`src/rtl/rpc2_ctrl_axi_pkg.sv`:
```
// Shared AXI write-response definitions for the RPC2 controller:
// response codes, accumulator state encoding and the error-merge rule.
package rpc2_ctrl_axi_pkg;

  localparam logic [1:0] RESP_OKAY   = 2'b00;
  localparam logic [1:0] RESP_EXOKAY = 2'b01;
  localparam logic [1:0] RESP_SLVERR = 2'b10;
  localparam logic [1:0] RESP_DECERR = 2'b11;

  typedef enum logic {
    ACC_IDLE  = 1'b0,
    ACC_ACCUM = 1'b1
  } acc_state_e;

  // Writes have no exclusive support, so EXOKAY folds to OKAY. Once it is gone,
  // the remaining codes rank by numeric value (DECERR > SLVERR > OKAY).
  function automatic logic [1:0] resp_merge(input logic [1:0] a, input logic [1:0] b);
    logic [1:0] na;
    logic [1:0] nb;
    na = (a == RESP_EXOKAY) ? RESP_OKAY : a;
    nb = (b == RESP_EXOKAY) ? RESP_OKAY : b;
    return (na > nb) ? na : nb;
  endfunction

endpackage

```
`src/rtl/rpc2_ctrl_sync_fifo.sv`:
```
// Show-ahead synchronous FIFO with registered count/full/empty.
// Same-cycle push+pop is allowed when full; when empty the pop is ignored.
module rpc2_ctrl_sync_fifo #(
  parameter int DEPTH = 4,
  parameter int WIDTH = 2,
  localparam int AW   = $clog2(DEPTH)
) (
  input  logic             clk,
  input  logic             reset,
  input  logic             push,
  input  logic [WIDTH-1:0] din,
  input  logic             pop,
  output logic [WIDTH-1:0] dout,
  output logic             empty,
  output logic             full,
  output logic [AW:0]      count
);

  logic [WIDTH-1:0] mem [DEPTH];
  logic [AW-1:0]    wr_ptr;
  logic [AW-1:0]    rd_ptr;
  logic             push_ok;
  logic             pop_ok;
  logic [AW:0]      count_next;

  // A pop on a full FIFO frees the slot the simultaneous push lands in.
  assign pop_ok  = pop & ~empty;
  assign push_ok = push & (~full | pop_ok);

  always_comb begin
    count_next = count;
    if (push_ok && !pop_ok) count_next = count + 1'b1;
    else if (pop_ok && !push_ok) count_next = count - 1'b1;
  end

  assign dout = mem[rd_ptr];

  always_ff @(posedge clk or posedge reset) begin
    if (reset) begin
      for (int i = 0; i < DEPTH; i++) mem[i] <= '0;
      wr_ptr <= '0;
      rd_ptr <= '0;
      count  <= '0;
      empty  <= 1'b1;
      full   <= 1'b0;
    end else begin
      if (push_ok) begin
        mem[wr_ptr] <= din;
        wr_ptr      <= wr_ptr + 1'b1;
      end
      if (pop_ok) rd_ptr <= rd_ptr + 1'b1;
      count <= count_next;
      empty <= (count_next == '0);
      full  <= (count_next == (AW + 1)'(DEPTH));
    end
  end

endmodule

```
`src/rtl/rpc2_ctrl_axi_wr_status_collector.sv`:
```
// Merges per-sub-transfer write errors into one BRESP per burst and queues
// the results for the AXI write-response channel.
module rpc2_ctrl_axi_wr_status_collector
  import rpc2_ctrl_axi_pkg::*;
#(
  parameter int DEPTH = 4,
  localparam int AW   = $clog2(DEPTH)
) (
  input  logic        clk,
  input  logic        reset,
  input  logic        ip_wr_done,
  input  logic        ip_wr_last,
  input  logic [1:0]  ip_wr_error,
  input  logic        bdat_rd_en,
  output logic [1:0]  bdat_dout,
  output logic        bdat_empty,
  output logic        bdat_full,
  output logic [AW:0] bdat_count,
  output logic        overflow,
  input  logic        overflow_clr,
  output logic        acc_busy
);

  acc_state_e state, state_next;
  logic [1:0] acc, acc_next;
  logic [1:0] merged;
  logic       push;
  logic       drop;

  assign merged = resp_merge(acc, ip_wr_error);
  assign push   = ip_wr_done & ip_wr_last;
  // The engine cannot be stalled: a burst finishing into a full FIFO with no
  // concurrent pop loses its status and is recorded only in overflow.
  assign drop   = push & bdat_full & ~bdat_rd_en;

  always_comb begin
    state_next = state;
    acc_next   = acc;
    if (ip_wr_done) begin
      if (ip_wr_last) begin
        state_next = ACC_IDLE;
        acc_next   = RESP_OKAY;
      end else begin
        state_next = ACC_ACCUM;
        acc_next   = merged;
      end
    end
  end

  always_ff @(posedge clk or posedge reset) begin
    if (reset) begin
      state    <= ACC_IDLE;
      acc      <= RESP_OKAY;
      overflow <= 1'b0;
    end else begin
      state <= state_next;
      acc   <= acc_next;
      if (drop) overflow <= 1'b1;
      else if (overflow_clr) overflow <= 1'b0;
    end
  end

  assign acc_busy = (state == ACC_ACCUM);

  rpc2_ctrl_sync_fifo #(
    .DEPTH(DEPTH),
    .WIDTH(2)
  ) u_bresp_fifo (
    .clk   (clk),
    .reset (reset),
    .push  (push),
    .din   (merged),
    .pop   (bdat_rd_en),
    .dout  (bdat_dout),
    .empty (bdat_empty),
    .full  (bdat_full),
    .count (bdat_count)
  );

endmodule

```
`config.mk`:
```
export PLATFORM = sky130hd
export DESIGN_NAME = rpc2_ctrl_axi_wr_status_collector
export DESIGN_NICKNAME = d
export VERILOG_FILES = /design/src/rtl/rpc2_ctrl_axi_pkg.sv /design/src/rtl/rpc2_ctrl_sync_fifo.sv /design/src/rtl/rpc2_ctrl_axi_wr_status_collector.sv
export SDC_FILE = /design/constraint.sdc
export NUM_CORES = 1
export LEC_CHECK = 0
export ABC_AREA = 1
export CAP_MARGIN = 20
export CORE_ASPECT_RATIO = 0.75
export CORE_UTILIZATION = 35
export DETAILED_ROUTE_END_ITERATION = 10
export GPL_ROUTABILITY_DRIVEN = 0
export HOLD_SLACK_MARGIN = 0.12
export PLACE_DENSITY_LB_ADDON = 0.2
export SYNTH_ARGS = -nofsm -noshare
export SYNTH_HDL_FRONTEND = slang
export SYNTH_SLANG_ARGS = --single-unit
```
`constraint.sdc`:
```
create_clock -name clk -period 1.4 [get_ports clk]
set_clock_uncertainty 0.2 [all_clocks]
set_input_delay 0.21 -clock clk [delete_from_list [all_inputs] [get_ports clk]]
set_output_delay 0.21 -clock clk [all_outputs]
set_load 0.005 [all_outputs]
```
After elaboration in Yosys (flattened, before gate mapping)
Index checks and enable logic that the tools add are counted.
{"block": "totals", "ff_bits": 21, "in_bits": 8, "out_inout_bits": 9, "wordCells": 56}
{"block": "op_classes", "add_sub_neg": 4, "n_lt_le_gt_ge": 4, "eq_ne": 3, "n_mux": 15, "bitwise": 11, "n_reduce_logical": 7}
{"op": "$mux 2", "n": 7}
{"op": "$bwmux 8", "n": 1}
{"op": "$ge 3x3->1 const B", "n": 2}
{"op": "$mux 3", "n": 2}
{"op": "$not 2->3", "n": 2}
{"op": "$and 1x1->1", "n": 5}
{"op": "$add 2x1->2 const B", "n": 2}
{"op": "$bmux 2 s2", "n": 1}
{"op": "$demux 2 s2", "n": 1}
{"op": "$eq 2x1->1 const B", "n": 2}
{"op": "$add 3x1->3 const B", "n": 1}
{"op": "$eq 3x3->1 const B", "n": 1}
{"op": "$logic_and 1x1->1", "n": 3}
{"op": "$logic_not 3->1", "n": 1}
{"op": "$lt 3x1->1 const B", "n": 1}
{"op": "$mux 1", "n": 3}
{"op": "$not 1->1", "n": 3}
{"op": "$sub 3x1->3 const B", "n": 1}
{"op": "$gt 2x2->1", "n": 1}
{"op": "$logic_not 1->1", "n": 2}
{"op": "$reduce_bool 2->1", "n": 1}
{"op": "$or 1x1->1", "n": 1}

Longest topological paths before layout
Gate-level depths: netlist of run 1.
{"block": "logic_depth", "depth_word": 9, "depth_mapped": 8, "ltp_nobuf": 8}

By module
Synthesis of run 1 repeated with hierarchy kept, for this count alone.
{"block": "unflattened", "cells_unflattened": 142, "hier_area_um2": 1166.1}
{"module": "rpc2_ctrl_sync_fifo", "instances": 1, "cells_per_inst": 104, "area_each_um2": 889.6}
{"module": "rpc2_ctrl_axi_wr_status_collector", "instances": 1, "cells_per_inst": 38, "area_each_um2": 276.5}

Worst setup path before layout of run 1
Ideal clock, no wire load.
{"block": "synth_path", "path_kind": "register to register", "from": "register acc[1]", "to": "register acc[0]", "arrival_ns": 1.274, "t_required_ns": 1.117, "setup_slack_ns": -0.156, "path_stages_with_launch": 9, "cell_sequence": "dfrtp_1 -> clkbuf_1 -> ha_1 -> inv_1 -> o21ai_0 -> nand2_1 -> nand2_1 -> nand2_1 -> o21ai_0"}
{"block": "synth_via", "elab_chain_cells": 5}
{"element": "from (decl)", "line": "rpc2_ctrl_axi_wr_status_collector.sv:25", "source": "logic [1:0] acc, acc_next;"}
{"element": "from (signal assigned)", "line": "rpc2_ctrl_axi_wr_status_collector.sv:57", "source": "acc <= acc_next;"}
{"element": "$eq 2x1->1", "line": "rpc2_ctrl_axi_pkg.sv:20", "source": "na = (a == RESP_EXOKAY) ? RESP_OKAY : a;"}
{"element": "$mux 2 *", "line": "rpc2_ctrl_axi_pkg.sv:20"}
{"element": "$gt 2x2->1", "line": "rpc2_ctrl_axi_pkg.sv:22", "source": "return (na > nb) ? na : nb;"}
{"element": "$mux 2 *", "line": "rpc2_ctrl_axi_pkg.sv:22"}
{"element": "$mux 2 *", "line": "rpc2_ctrl_axi_wr_status_collector.sv:40", "source": "if (ip_wr_last) begin"}
Every way passes the cells marked *; elsewhere a longest branch is shown, timed or not.
A chain may end at the register's enable or synchronous reset.

Worst setup path in the final report of run 1
{"block": "layout_path", "from": "register u_bresp_fifo.rd_ptr[0]", "to": "output port bdat_dout[0]"}
{"block": "layout_via", "elab_chain_cells": 4}
{"element": "from (decl)", "line": "rpc2_ctrl_sync_fifo.sv:21", "source": "logic [AW-1:0] rd_ptr;"}
{"element": "from (signal assigned)", "line": "rpc2_ctrl_sync_fifo.sv:51", "source": "if (pop_ok) rd_ptr <= rd_ptr + 1'b1;"}
{"element": "$not 2->3 (not written as such)", "line": "rpc2_ctrl_sync_fifo.sv:36", "source": "assign dout = mem[rd_ptr];"}
{"element": "$bmux 2 s2", "line": "rpc2_ctrl_sync_fifo.sv:36"}
{"element": "$mux 2 (not written as such) (2 in a row)", "line": "rpc2_ctrl_sync_fifo.sv:36"}
{"element": "to (decl)", "line": "rpc2_ctrl_axi_wr_status_collector.sv:15", "source": "output logic [1:0] bdat_dout,"}
Every way passes these cells. The select of a mux whose other input is x is not followed.

==> load_flow_metrics.sql, run 1 <==
INSERT INTO impl_metrics (metric_group, metric, value, unit) VALUES
('die', 'fp.dieW', '68.4', 'µm'),
('sta', 'final-setup-viol-count', '18', ''),
('run', 'max-cap-violations', '0', ''),
('synth', 'ys_warnings', '0', ''),
('sta', 'whs', '0.179', 'ns'),
('synth', 'synth_seq_area_share', '45.5', '%'),
('grt', 'groute.usage.overall', '17.5', '%'),
('synth', 'synth_fp_nets', '153', ''),
('critical_path', 'critPathRequiredTime', '0.99', 'ns'),
('place', 'post-place-cells', '212', ''),
('critical_path', 'critPathKind', 'reg2out', ''),
('die', 'floorplan.die_area', '0.00355', 'mm²'),
('clock_network', 'cts_sinks', '21', ''),
('synth', 'synthesis.area', '0.00116', 'mm²'),
('synth', 'dominant_register_cell_in_the_synthesized_netlist', 'sky130_fd_sc_hd__dfrtp_1', ''),
('route', 'drt_pre_antenna_iters', '4', ''),
('critical_path', 'worst_r2r_endpoint', 'u_bresp_fifo.mem[5]$_DFFE_PP0P_', ''),
('run_status', 'outcome', 'finished with violations', ''),
('critical_path', 'start_kind', 'flop', ''),
('die', 'initial_utilization', '38.1', '%'),
('route', 'wirelength', '2890', 'µm'),
('synth', 'yosysUniqueCellTypes', '22', ''),
('layout', 'final_util', '59.7', '%'),
('grt', 'grt_start_max_net_pins', '22', ''),
('power_and_ir_drop', 'power.internal', '2.05', 'mW'),
('synth', 'synthMostInstantiatedCell', 'sky130_fd_sc_hd__nand2_1', ''),
('synth', 'syn_inst', '136', ''),
('clock_network', 'htree_depth', '1', ''),
('clock_network', 'clock_path_buffers', '2', ''),
('min_path', 'timing.hold.worst.class', 'in2reg', ''),
('place', 'preCtsSetupSlack', '-0.472', 'ns'),
('synth', 'post-synth-top-area-cell', 'sky130_fd_sc_hd__dfrtp_1', ''),
('route', 'route.vias.total', '1055', ''),
('sta', 'grt_setup_unrepaired', 'yes', ''),
('clock_network', 'cts_tree', 'done', ''),
('grt', 'wire_length_of_the_first_global_routing_pass', '4520', 'µm'),
('clock_network', 'worstSkewPairLatency', '0.27', 'ns'),
('sta', 'slew_headroom', '82.1', '%'),
('sta', 'period_minus_slack', '1.57', 'ns'),
('power_and_ir_drop', 'power.share.sequential', '30.8', '%'),
('power_and_ir_drop', 'power.density', '1860', 'mW/mm²'),
('power_and_ir_drop', 'total_switching_power', '1.33', 'mW'),
('synth', 'synthTopCellsByArea', 'sky130_fd_sc_hd__dfrtp_1 (43%), sky130_fd_sc_hd__nand2_1 (11%), sky130_fd_sc_hd__ha_1 (9.7%)', ''),
('clock_network', 'cts-buffers-inserted', '3', ''),
('clock_network', 'clock_pin_slew_reported_for_the_worst_setup_and_hold_paths_after_clock_tree_synthesis', '0.08', 'ns'),
('power_and_ir_drop', 'finalPower', '3.38', 'mW'),
('layout', 'fillerInstances', '249', ''),
('critical_path', 'critical_path_peak_fanout', '4', ''),
('sta', 'post-route-worst-setup-slack', '-0.170', 'ns'),
('die', 'floorplan.core_area', '0.00304', 'mm²'),
('synth', 'synth_common_cells', 'sky130_fd_sc_hd__nand2_1 (33), sky130_fd_sc_hd__inv_1 (21), sky130_fd_sc_hd__dfrtp_1 (20)', ''),
('route', 'drc_errors', '0', ''),
('place', 'dp_hpwl', '1860', 'µm'),
('die', 'num_rows', '17', ''),
('route', 'first_iter_violations', '46', ''),
('synth', 'synth_top_area_share', '43.2', '%'),
('sta', 'timing.fmax', '637', 'MHz'),
('layout', 'layout-drive-gt1-share', '46.8', '%'),
('route', 'route.antenna.remaining_nets', '0', ''),
('layout', 'antennaDiodeCount', '0', ''),
('sta', 'final_worst_path_period_share', '112', '%'),
('grt', 'overflow', '0', ''),
('synth', 'synth-edff-count', '0', ''),
('synth', 'syn-mean-instance-area', '8.52', 'µm²'),
('power_and_ir_drop', 'combPwrFrac', '57.1', '%'),
('power_and_ir_drop', 'clkPwrFrac', '12.1', '%'),
('critical_path', 'critical_path.startpoint', 'u_bresp_fifo.rd_ptr[0]$_DFFE_PP0P_', ''),
('run_status', 'violations_in_the_final_reports', 'setup timing', ''),
('place', 'port_buffers', '16', ''),
('route', 'viasPerCell', '4.63', ''),
('critical_path', 'worst-r2r-cell-count', '7', '');
[flip-flops by register name, summed over array words and instances (netlist names)]
signal	count
acc	2
acc_busy	1
overflow	1
u_bresp_fifo.count	3
u_bresp_fifo.empty	1
u_bresp_fifo.full	1
u_bresp_fifo.mem	8
u_bresp_fifo.rd_ptr	2
u_bresp_fifo.wr_ptr	2
[stage by stage]
step	TNS, ns	area, µm²
2_1_floorplan	-0.360	1160
3_3_place_gp	-5.83	1550
3_5_place_dp	-6.59	1550
4_1_cts	-0.973	1670
5_1_grt	-2.94	1820
6_report	-1.81	1820
[placed cells by master (no fill, tap or decap), drive strengths merged]
cell type,count
dfstp,1
nand3b,1
buf,38
o22ai,3
clkinvlp,1
clkbuf,4
a21oi,1
nor2,13
dlygate4sd3,1
xor2,4
nand2,37
xnor2,1
nand4,2
o21ai,16
o32ai,1
inv,20
dfrtp,20
clkdlybuf4s50,5
dlygate4sd2,6
ha,9
nand3,4
clkinv,2
[layout make-up]
cell class,instances,area (µm²),area share (%)
clock inverter,1,5.00,0.275
multi-input combinational,92,676,37.2
timing repair buffer,51,428,23.6
inverter,22,91.3,5.03
tap,38,47.5,2.62
clock buffer,3,41.3,2.27
sequential,21,528,29.1
[how the worst min path moves through the flow]
stage / startpoint / endpoint / slack, ns / cells past startpoint
after floorplan: reset / acc[0]$_DFFE_PP0P_ / -0.01 / 1
after global placement: acc[0]$_DFFE_PP0P_ / acc[0]$_DFFE_PP0P_ / 0.28 / 2
after detailed placement: acc[0]$_DFFE_PP0P_ / acc[0]$_DFFE_PP0P_ / 0.29 / 2
after CTS: bdat_rd_en / overflow$_DFFE_PP0P_ / 0.18 / 2
after global routing: bdat_rd_en / overflow$_DFFE_PP0P_ / 0.19 / 2
final: bdat_rd_en / overflow$_DFFE_PP0P_ / 0.18 / 2
[metal layers]
layer	wire [µm]	vias to the layer above	share of wire (%)	GRT usage, %
li1	-	542	-	-
met1	1300	487	45	22.9
met2	1450	20	50	27.5
met3	108	6	3.7	4.82
met4	31	0	1.1	6.25
met5	0	-	0	0
[logic make-up (layout without fill, tap and decap cells)]
logic type,after synthesis,count (layout),share of synthesized area [%]
compound gates,21,21,10.7
fa+ha+maj,9,9,9.72
flops,21,21,45.5
buf+inv,23,77,7.88
xor+xnor,5,5,3.78
simple gates,57,57,22.5
[power by group through the flow]
stage	combinational (mW)	sequential (mW)	clock (mW)
2_1_floorplan	0.740	1.03	0
3_3_place_gp	1.43	1.03	0
3_5_place_dp	1.47	1.04	0
4_1_cts	1.57	1.03	0.419
5_1_grt	2.14	1.07	0.447
6_report	1.93	1.04	0.408
[critical path, stage by stage, from the launching register on]
cell	delay, ns
sky130_fd_sc_hd__dfrtp_2	0.44
sky130_fd_sc_hd__buf_6	0.13
sky130_fd_sc_hd__o21ai_2	0.10
sky130_fd_sc_hd__o22ai_1	0.10
sky130_fd_sc_hd__buf_2	0.13
[what timing repair did]
item | CTS | global route
pin swaps | 12 | 15
hold endpoints to repair | 20 | 0
hold buffers | 1 | 0
endpoints found under the setup margin | 23 | 20
resized for setup | 40 | 34
setup buffers | 6 | 6
Note: power is estimated with default switching activity, not from simulation.
==> run 2: changes to the inputs <==
--- a/config.mk
+++ b/config.mk
@@ -8,7 +8,9 @@
 export ABC_AREA = 1
 export CAP_MARGIN = 20
 export CORE_ASPECT_RATIO = 0.75
-export CORE_UTILIZATION = 35
+export CORE_MARGIN = 2
+export CORE_UTILIZATION = 47
+export CTS_BUF_LIST = sky130_fd_sc_hd__clkbuf_16
 export DETAILED_ROUTE_END_ITERATION = 10
 export GPL_ROUTABILITY_DRIVEN = 0
 export HOLD_SLACK_MARGIN = 0.12
==> run 2 against run 1 <==
  * The run still ends with setup timing left
  * Global-route usage up 6.0 points
  * Sequential cell count unchanged
  * Register-to-register slack worse by 0.12 ns
  * Cell area up 5.4%
  * Die area down 19%
  * Core utilization up 23 points
  * Non-clock buffer count down 2
  * Sequential power about the same
  * Final cell count down 2.6%
  * Combinational power up 8%
  * Power up 11%
  * First-iteration DRC count down 37%
  * Largest cell class unchanged
==> load_flow_metrics.sql, run 2 (synthesis results as in run 1) <==
INSERT INTO impl_metrics (metric_group, metric, value, unit) VALUES
('grt', 'grt_start_max_net_pins', '22', ''),
('place', 'placedInstanceArea', '0.00154', 'mm²'),
('die', 'initial_utilization', '50.2', '%'),
('grt', 'groute.usage.overall', '23.6', '%'),
('grt', 'wire_length_of_the_first_global_routing_pass', '4780', 'µm'),
('clock_network', 'htree_depth', '1', ''),
('clock_network', 'cts_tree', 'done', ''),
('layout', 'antennaDiodeCount', '0', ''),
('critical_path', 'ff2ff_setup_slack', '-0.25', 'ns'),
('die', 'fp.dieH', '47', 'µm'),
('layout', 'regArea', '527', 'µm²'),
('critical_path', 'critPathRequiredTime', '1.32', 'ns'),
('sta', 'period_minus_slack', '1.65', 'ns'),
('critical_path', 'worst_r2r_endpoint', 'u_bresp_fifo.mem[7]$_DFFE_PP0P_', ''),
('layout', 'multi_input_comb_area', '734', 'µm²'),
('clock_network', 'clock_path_buffers', '2', ''),
('sta', 'number_of_max_slew_violations_in_the_final_report', '0', ''),
('sta', 'slew_headroom', '77.9', '%'),
('run_status', 'outcome', 'finished with violations', ''),
('sta', 'least_margin_pin_slew', '0.331', 'ns'),
('min_path', 'min_delay_worst_endpoint', 'overflow$_DFFE_PP0P_', ''),
('route', 'viasPerCell', '4.98', ''),
('layout', 'fillerInstances', '134', ''),
('grt', 'overflow', '0', ''),
('min_path', 'timing.hold.worst.class', 'in2reg', ''),
('die', 'num_rows', '15', ''),
('layout', 'final_non_filler_cell_area', '0.00192', 'mm²'),
('clock_network', 'clk_root_buffer_cell', 'sky130_fd_sc_hd__clkbuf_16', ''),
('min_path', 'min_from', 'bdat_rd_en', ''),
('grt', 'grt_antenna_before_repair', '0', ''),
('power_and_ir_drop', 'power.density', '1960', 'mW/mm²'),
('die', 'floorplan.core_area', '0.00231', 'mm²'),
('power_and_ir_drop', 'vdd_ir_drop_max', '1140', 'µV'),
('min_path', 'number_of_cells_traversed_by_the_worst_hold_path', '2', ''),
('die', 'io-pin-count', '17', ''),
('critical_path', 'critPathKind', 'reg2reg', ''),
('layout', 'registers.top_by_ff_count', 'u_bresp_fifo.mem', ''),
('die', 'floorplan.die_area', '0.00288', 'mm²'),
('clock_network', 'cts_sinks', '21', ''),
('run', 'max-cap-violations', '0', ''),
('critical_path', 'cp-end-kind', 'flop', ''),
('place', 'dp_hpwl', '1950', 'µm'),
('layout', 'top_library_cells_by_usage_in_the_layout_fill_and_taps_aside', 'sky130_fd_sc_hd__buf_4 (24), sky130_fd_sc_hd__dfrtp_1 (20), sky130_fd_sc_hd__nand2_1 (16), sky130_fd_sc_hd__nand2_2 (15), sky130_fd_sc_hd__inv_1 (14)', ''),
('sta', 'final-setup-viol-count', '18', ''),
('critical_path', 'worst-r2r-cell-count', '7', ''),
('power_and_ir_drop', 'p_leak', '0.958', 'nW'),
('route', 'first_iter_violations', '29', ''),
('place', 'port_buffers', '16', ''),
('layout', 'biggest_regs', 'u_bresp_fifo.mem: 8 flops, u_bresp_fifo.count: 3 flops', ''),
('sta', 'post-route-worst-setup-slack', '-0.255', 'ns'),
('route', 'drt_pre_antenna_iters', '4', ''),
('route', 'route.vias.total', '1105', ''),
('clock_network', 'worstSkewPairLatency', '0.25', 'ns'),
('sta', 'grt_setup_unrepaired', 'yes', ''),
('critical_path', 'critical_path_peak_fanout', '6', ''),
('sta', 'timing.final.hold_violations', '0', ''),
('layout', 'flow.area_growth_from_synthesis', '65.3', '%'),
('clock_network', 'clock_pin_slew_reported_for_the_worst_setup_and_hold_paths_after_clock_tree_synthesis', '0.06', 'ns'),
('route', 'drc_errors', '0', ''),
('sta', 'final_worst_path_period_share', '118', '%'),
('run_status', 'violations_in_the_final_reports', 'setup timing', ''),
('die', 'fp.dieW', '61.3', 'µm'),
('route', 'routedWlPerCell', '15.4', 'µm'),
('critical_path', 'worst_ep_arrival_time', '1.58', 'ns'),
('route', 'wirelength', '3420', 'µm'),
('clock_network', 'cts-buffers-inserted', '3', ''),
('layout', 'layout.cells.most_common', 'sky130_fd_sc_hd__buf_4', ''),
('grt', 'first_global_vias', '1063', ''),
('critical_path', 'start_kind', 'flop', ''),
('critical_path', 'worst_r2r_startpoint', 'u_bresp_fifo.empty$_DFF_PP1_', ''),
('layout', 'nNetsFinal', '206', ''),
('sta', 'timing.fmax', '604', 'MHz'),
('layout', 'layout-drive-gt1-share', '51.1', '%'),
('layout', 'largest_register_ff_count', '8', ''),
('route', 'route.antenna.remaining_nets', '0', ''),
('place', 'preCtsSetupSlack', '-0.447', 'ns');
run 2: cell count changes in the layout (fill, tap and decap cells not counted), sizes merged:
cell	change
clkdlybuf4s50	-3
dlygate4sd2	+3
buf	-3
clkdlybuf4s15	+1
run 2: how the worst max path moves through the flow:
stage                                        from  slack [ns]                               to
3_5_place_dp                       ip_wr_error[1]       -0.45  u_bresp_fifo.mem[4]$_DFFE_PP0P_
6_report             u_bresp_fifo.empty$_DFF_PP1_       -0.25  u_bresp_fifo.mem[7]$_DFFE_PP0P_
5_1_grt              u_bresp_fifo.empty$_DFF_PP1_       -0.28  u_bresp_fifo.mem[3]$_DFFE_PP0P_
3_3_place_gp                       ip_wr_error[1]       -0.38  u_bresp_fifo.mem[2]$_DFFE_PP0P_
4_1_cts        u_bresp_fifo.rd_ptr[0]$_DFFE_PP0P_       -0.17                     bdat_dout[0]
2_1_floorplan                  acc[1]$_DFFE_PP0P_       -0.07  u_bresp_fifo.mem[0]$_DFFE_PP0P_
run 2: timing repair:
item                                    4_1_cts  5_1_grt
hold buffers                                  1        0
resized for setup                            41       50
endpoints found under the hold margin        20        0
pin swaps                                    15       15
setup buffers                                 8        2
endpoints found under the setup margin       21       19
run 2: metal layers:
metal | global-route usage, % | vias up | wire length (µm) | share of wire, %
li1 | - | 538 | - | -
met1 | 30.8 | 528 | 1420 | 42
met2 | 38.3 | 31 | 1740 | 51
met3 | 5.51 | 8 | 186 | 5.4
met4 | 9.36 | 0 | 65 | 1.9
met5 | 0 | - | 0 | 0
run 2: per-stage QoR:
step	util [%]	setup TNS, ns	cells	power [mW]	hold slack, ns
global placement	66.6	-5.87	207	2.43	0.279
floorplan	-	-0.360	136	1.77	-0.0142
detailed placement	66.6	-6.40	207	2.49	0.284
global route	83.0	-3.70	222	4.01	0.243
finish	83.0	-2.82	222	3.75	0.230
CTS	73.7	-0.880	220	3.27	0.231
run 2: area by class of cell:
type,instances,area share [%]
clock inverter,1,0.261
clock buffer,3,3.92
inverter,22,5.03
tap,34,2.22
sequential,21,27.5
timing repair buffer,49,22.7
multi-input combinational,92,38.3
run 2: report_power, final:
part	internal [mW]	switching [mW]	total (mW)
clock	0.384	0.224	0.608
combinational	1.05	1.03	2.09
sequential	0.857	0.201	1.06
run 2: worst max-delay path: stages, from the launching register on:
cell	delay, ns
sky130_fd_sc_hd__dfstp_2	0.38
sky130_fd_sc_hd__inv_2	0.06
sky130_fd_sc_hd__nand2_4	0.08
sky130_fd_sc_hd__buf_12	0.15
sky130_fd_sc_hd__a21oi_4	0.31
sky130_fd_sc_hd__nand2_2	0.17
sky130_fd_sc_hd__nand2_1	0.10
sky130_fd_sc_hd__o21ai_1	0.08
==> run 3: changes to the inputs <==
--- a/config.mk
+++ b/config.mk
@@ -14,6 +14,7 @@
 export DETAILED_ROUTE_END_ITERATION = 10
 export GPL_ROUTABILITY_DRIVEN = 0
 export HOLD_SLACK_MARGIN = 0.12
+export MAX_ROUTING_LAYER = met4
 export PLACE_DENSITY_LB_ADDON = 0.2
 export SYNTH_ARGS = -nofsm -noshare
 export SYNTH_HDL_FRONTEND = slang
==> run 3 against run 2 <==
  * The flow still finishes with violations (setup timing)
  * Largest cell class unchanged
  * Final cell count unchanged
  * Clock power up 1%
  * Sequential power about the same
  * Worst hold slack lost 0.0020 ns
  * Fmax increased by 0.28%
  * Power rose by 0.13%
  * Highest routed layer unchanged
  * Count of clock-buffer cells in the layout unchanged
  * Global-route usage up 0.80 points
  * Combinational power barely moved
  * Sequential cell count is the same
  * Non-clock buffer count did not move
==> load_flow_metrics.sql, run 3 (synthesis results as in run 1) <==
INSERT INTO impl_metrics (metric_group, metric, value, unit) VALUES
('critical_path', 'crit_path_max_incr_delay', '0.38', 'ns'),
('power_and_ir_drop', 'power.density', '1960', 'mW/mm²'),
('layout', 'layout-drive-gt1-share', '51.1', '%'),
('layout', 'largest_register_ff_count', '8', ''),
('sta', 'timing.final.hold_violations', '0', ''),
('sta', 'number_of_max_slew_violations_in_the_final_report', '0', ''),
('route', 'routedWlPerCell', '15.3', 'µm'),
('critical_path', 'timing.critical_path.slowest_stage_cell', 'sky130_fd_sc_hd__dfstp_2', ''),
('critical_path', 'critPathRequiredTime', '1.32', 'ns'),
('layout', 'top_library_cells_by_usage_in_the_layout_fill_and_taps_aside', 'sky130_fd_sc_hd__buf_4 (24), sky130_fd_sc_hd__dfrtp_1 (20), sky130_fd_sc_hd__nand2_1 (16), sky130_fd_sc_hd__nand2_2 (15), sky130_fd_sc_hd__inv_1 (14)', ''),
('power_and_ir_drop', 'p_leak', '0.958', 'nW'),
('critical_path', 'start_kind', 'flop', ''),
('route', 'drc_errors', '0', ''),
('layout', 'layout.cells.most_common', 'sky130_fd_sc_hd__buf_4', ''),
('place', 'placedInstanceArea', '0.00154', 'mm²'),
('clock_network', 'cts_tree', 'done', ''),
('grt', 'groute.usage.overall', '24.4', '%'),
('run_status', 'violations_in_the_final_reports', 'setup timing', ''),
('route', 'drt_pre_antenna_iters', '4', ''),
('die', 'io-pin-count', '17', ''),
('layout', 'fillerInstances', '134', ''),
('sta', 'final_worst_path_period_share', '118', '%'),
('grt', 'first_global_vias', '1066', ''),
('sta', 'least_margin_pin_slew', '0.327', 'ns'),
('clock_network', 'clk_root_buffer_cell', 'sky130_fd_sc_hd__clkbuf_16', ''),
('min_path', 'timing.hold.worst.class', 'in2reg', ''),
('sta', 'slew_headroom', '78.1', '%'),
('die', 'floorplan.die_area', '0.00288', 'mm²'),
('sta', 'grt_setup_unrepaired', 'yes', ''),
('sta', 'whs', '0.228', 'ns'),
('critical_path', 'critical_path_buf_inv_count', '2', ''),
('critical_path', 'cp_top_family', 'compound AO/OA/AOI/OAI gates', ''),
('critical_path', 'critPathKind', 'reg2reg', ''),
('layout', 'final_cells', '222', ''),
('critical_path', 'worstPathCellList', 'inv_2 -> nand2_4 -> buf_12 -> a21oi_4 -> nand2_2 -> nand2_1 -> o21ai_1', ''),
('critical_path', 'worst_ep_arrival_time', '1.57', 'ns'),
('clock_network', 'htree_depth', '1', ''),
('die', 'initial_utilization', '50.2', '%'),
('grt', 'overflow', '0', ''),
('die', 'floorplan.core_area', '0.00231', 'mm²'),
('die', 'fp.dieH', '47', 'µm'),
('grt', 'wire_length_of_the_first_global_routing_pass', '4790', 'µm'),
('route', 'first_iter_violations', '38', ''),
('clock_network', 'cts-buffers-inserted', '3', ''),
('sta', 'post-route-worst-setup-slack', '-0.250', 'ns'),
('route', 'route.vias.total', '1098', ''),
('sta', 'timing.fmax', '606', 'MHz'),
('layout', 'final_non_filler_cell_area', '0.00192', 'mm²'),
('clock_network', 'clock_pin_slew_reported_for_the_worst_setup_and_hold_paths_after_clock_tree_synthesis', '0.06', 'ns'),
('die', 'num_rows', '15', ''),
('layout', 'nNetsFinal', '206', ''),
('critical_path', 'critical_path_peak_fanout', '6', ''),
('clock_network', 'cts_sinks', '21', ''),
('route', 'route.antenna.remaining_nets', '0', ''),
('layout', 'flow.area_growth_from_synthesis', '65.3', '%'),
('place', 'dp_hpwl', '1950', 'µm'),
('critical_path', 'ff2ff_setup_slack', '-0.25', 'ns'),
('critical_path', 'cp-end-kind', 'flop', ''),
('grt', 'grt_start_max_net_pins', '22', ''),
('power_and_ir_drop', 'vdd_ir_drop_max', '1140', 'µV'),
('layout', 'registers.top_by_ff_count', 'u_bresp_fifo.mem', ''),
('route', 'wirelength', '3410', 'µm'),
('layout', 'antennaDiodeCount', '0', ''),
('place', 'post-place-cells', '207', ''),
('run', 'max-cap-violations', '0', ''),
('sta', 'final-setup-viol-count', '18', ''),
('layout', 'final_util', '83.0', '%'),
('sta', 'period_minus_slack', '1.65', 'ns'),
('layout', 'biggest_regs', 'u_bresp_fifo.mem: 8 flops, u_bresp_fifo.count: 3 flops', ''),
('clock_network', 'clock_path_buffers', '2', ''),
('route', 'viasPerCell', '4.95', ''),
('power_and_ir_drop', 'finalPower', '3.76', 'mW'),
('run_status', 'outcome', 'finished with violations', ''),
('clock_network', 'worstSkewPairLatency', '0.25', 'ns'),
('place', 'port_buffers', '16', ''),
('die', 'fp.dieW', '61.3', 'µm'),
('grt', 'grt_antenna_before_repair', '0', '');
-- run 3: metal layers --
layer	GRT usage, %	share of wire [%]
met4	9.36	1.9
met1	30.8	41
met3	5.51	5.3
met2	38.3	51
met5	-	0
-- run 3: metrics by stage --
step           setup WS, ns  setup TNS [ns]
3_5_place_dp         -0.447           -6.40
6_report             -0.250           -2.80
2_1_floorplan       -0.0720          -0.360
5_1_grt              -0.286           -3.72
4_1_cts              -0.171          -0.880
3_3_place_gp         -0.385           -5.87
-- run 3: repair_timing --
item / 4_1_cts / 5_1_grt
resized for setup: 41 / 50
setup endpoints to repair: 21 / 19
endpoints found under the hold margin: 20 / 0
pin swaps: 15 / 15
hold buffers: 1 / 0
setup buffers: 8 / 2
gates cloned: 0 / 0
-- run 3: power by group --
group | internal, mW | switching, mW | total, mW
combinational | 1.05 | 1.03 | 2.08
sequential | 0.856 | 0.200 | 1.06
clock | 0.384 | 0.232 | 0.616
-- run 3: layout make-up --
| cell class | instances | area (µm²) | share of cell area, % |
|---|---|---|---|
| Multi-Input combinational cell | 92 | 734 | 38.3 |
| Sequential cell | 21 | 527 | 27.5 |
| Timing Repair Buffer | 49 | 435 | 22.7 |
| Inverter | 22 | 96.3 | 5.03 |
| Clock buffer | 3 | 75.1 | 3.92 |
| Tap cell | 34 | 42.5 | 2.22 |
| Clock inverter | 1 | 5.00 | 0.261 |
-- run 3: path summary, 6_finish.rpt --
path | start | end | depth (start not counted)
min reg2reg | u_bresp_fifo.mem[1]$_DFFE_PP0P_ | u_bresp_fifo.mem[1]$_DFFE_PP0P_ | 2
min in group asynchronous | reset | u_bresp_fifo.mem[2]$_DFFE_PP0P_ | 4
max reg2reg | u_bresp_fifo.empty$_DFF_PP1_ | u_bresp_fifo.mem[7]$_DFFE_PP0P_ | 7
max | u_bresp_fifo.empty$_DFF_PP1_ | u_bresp_fifo.mem[7]$_DFFE_PP0P_ | 7
min | bdat_rd_en | overflow$_DFFE_PP0P_ | 2
max in group asynchronous | reset | u_bresp_fifo.empty$_DFF_PP1_ | 4
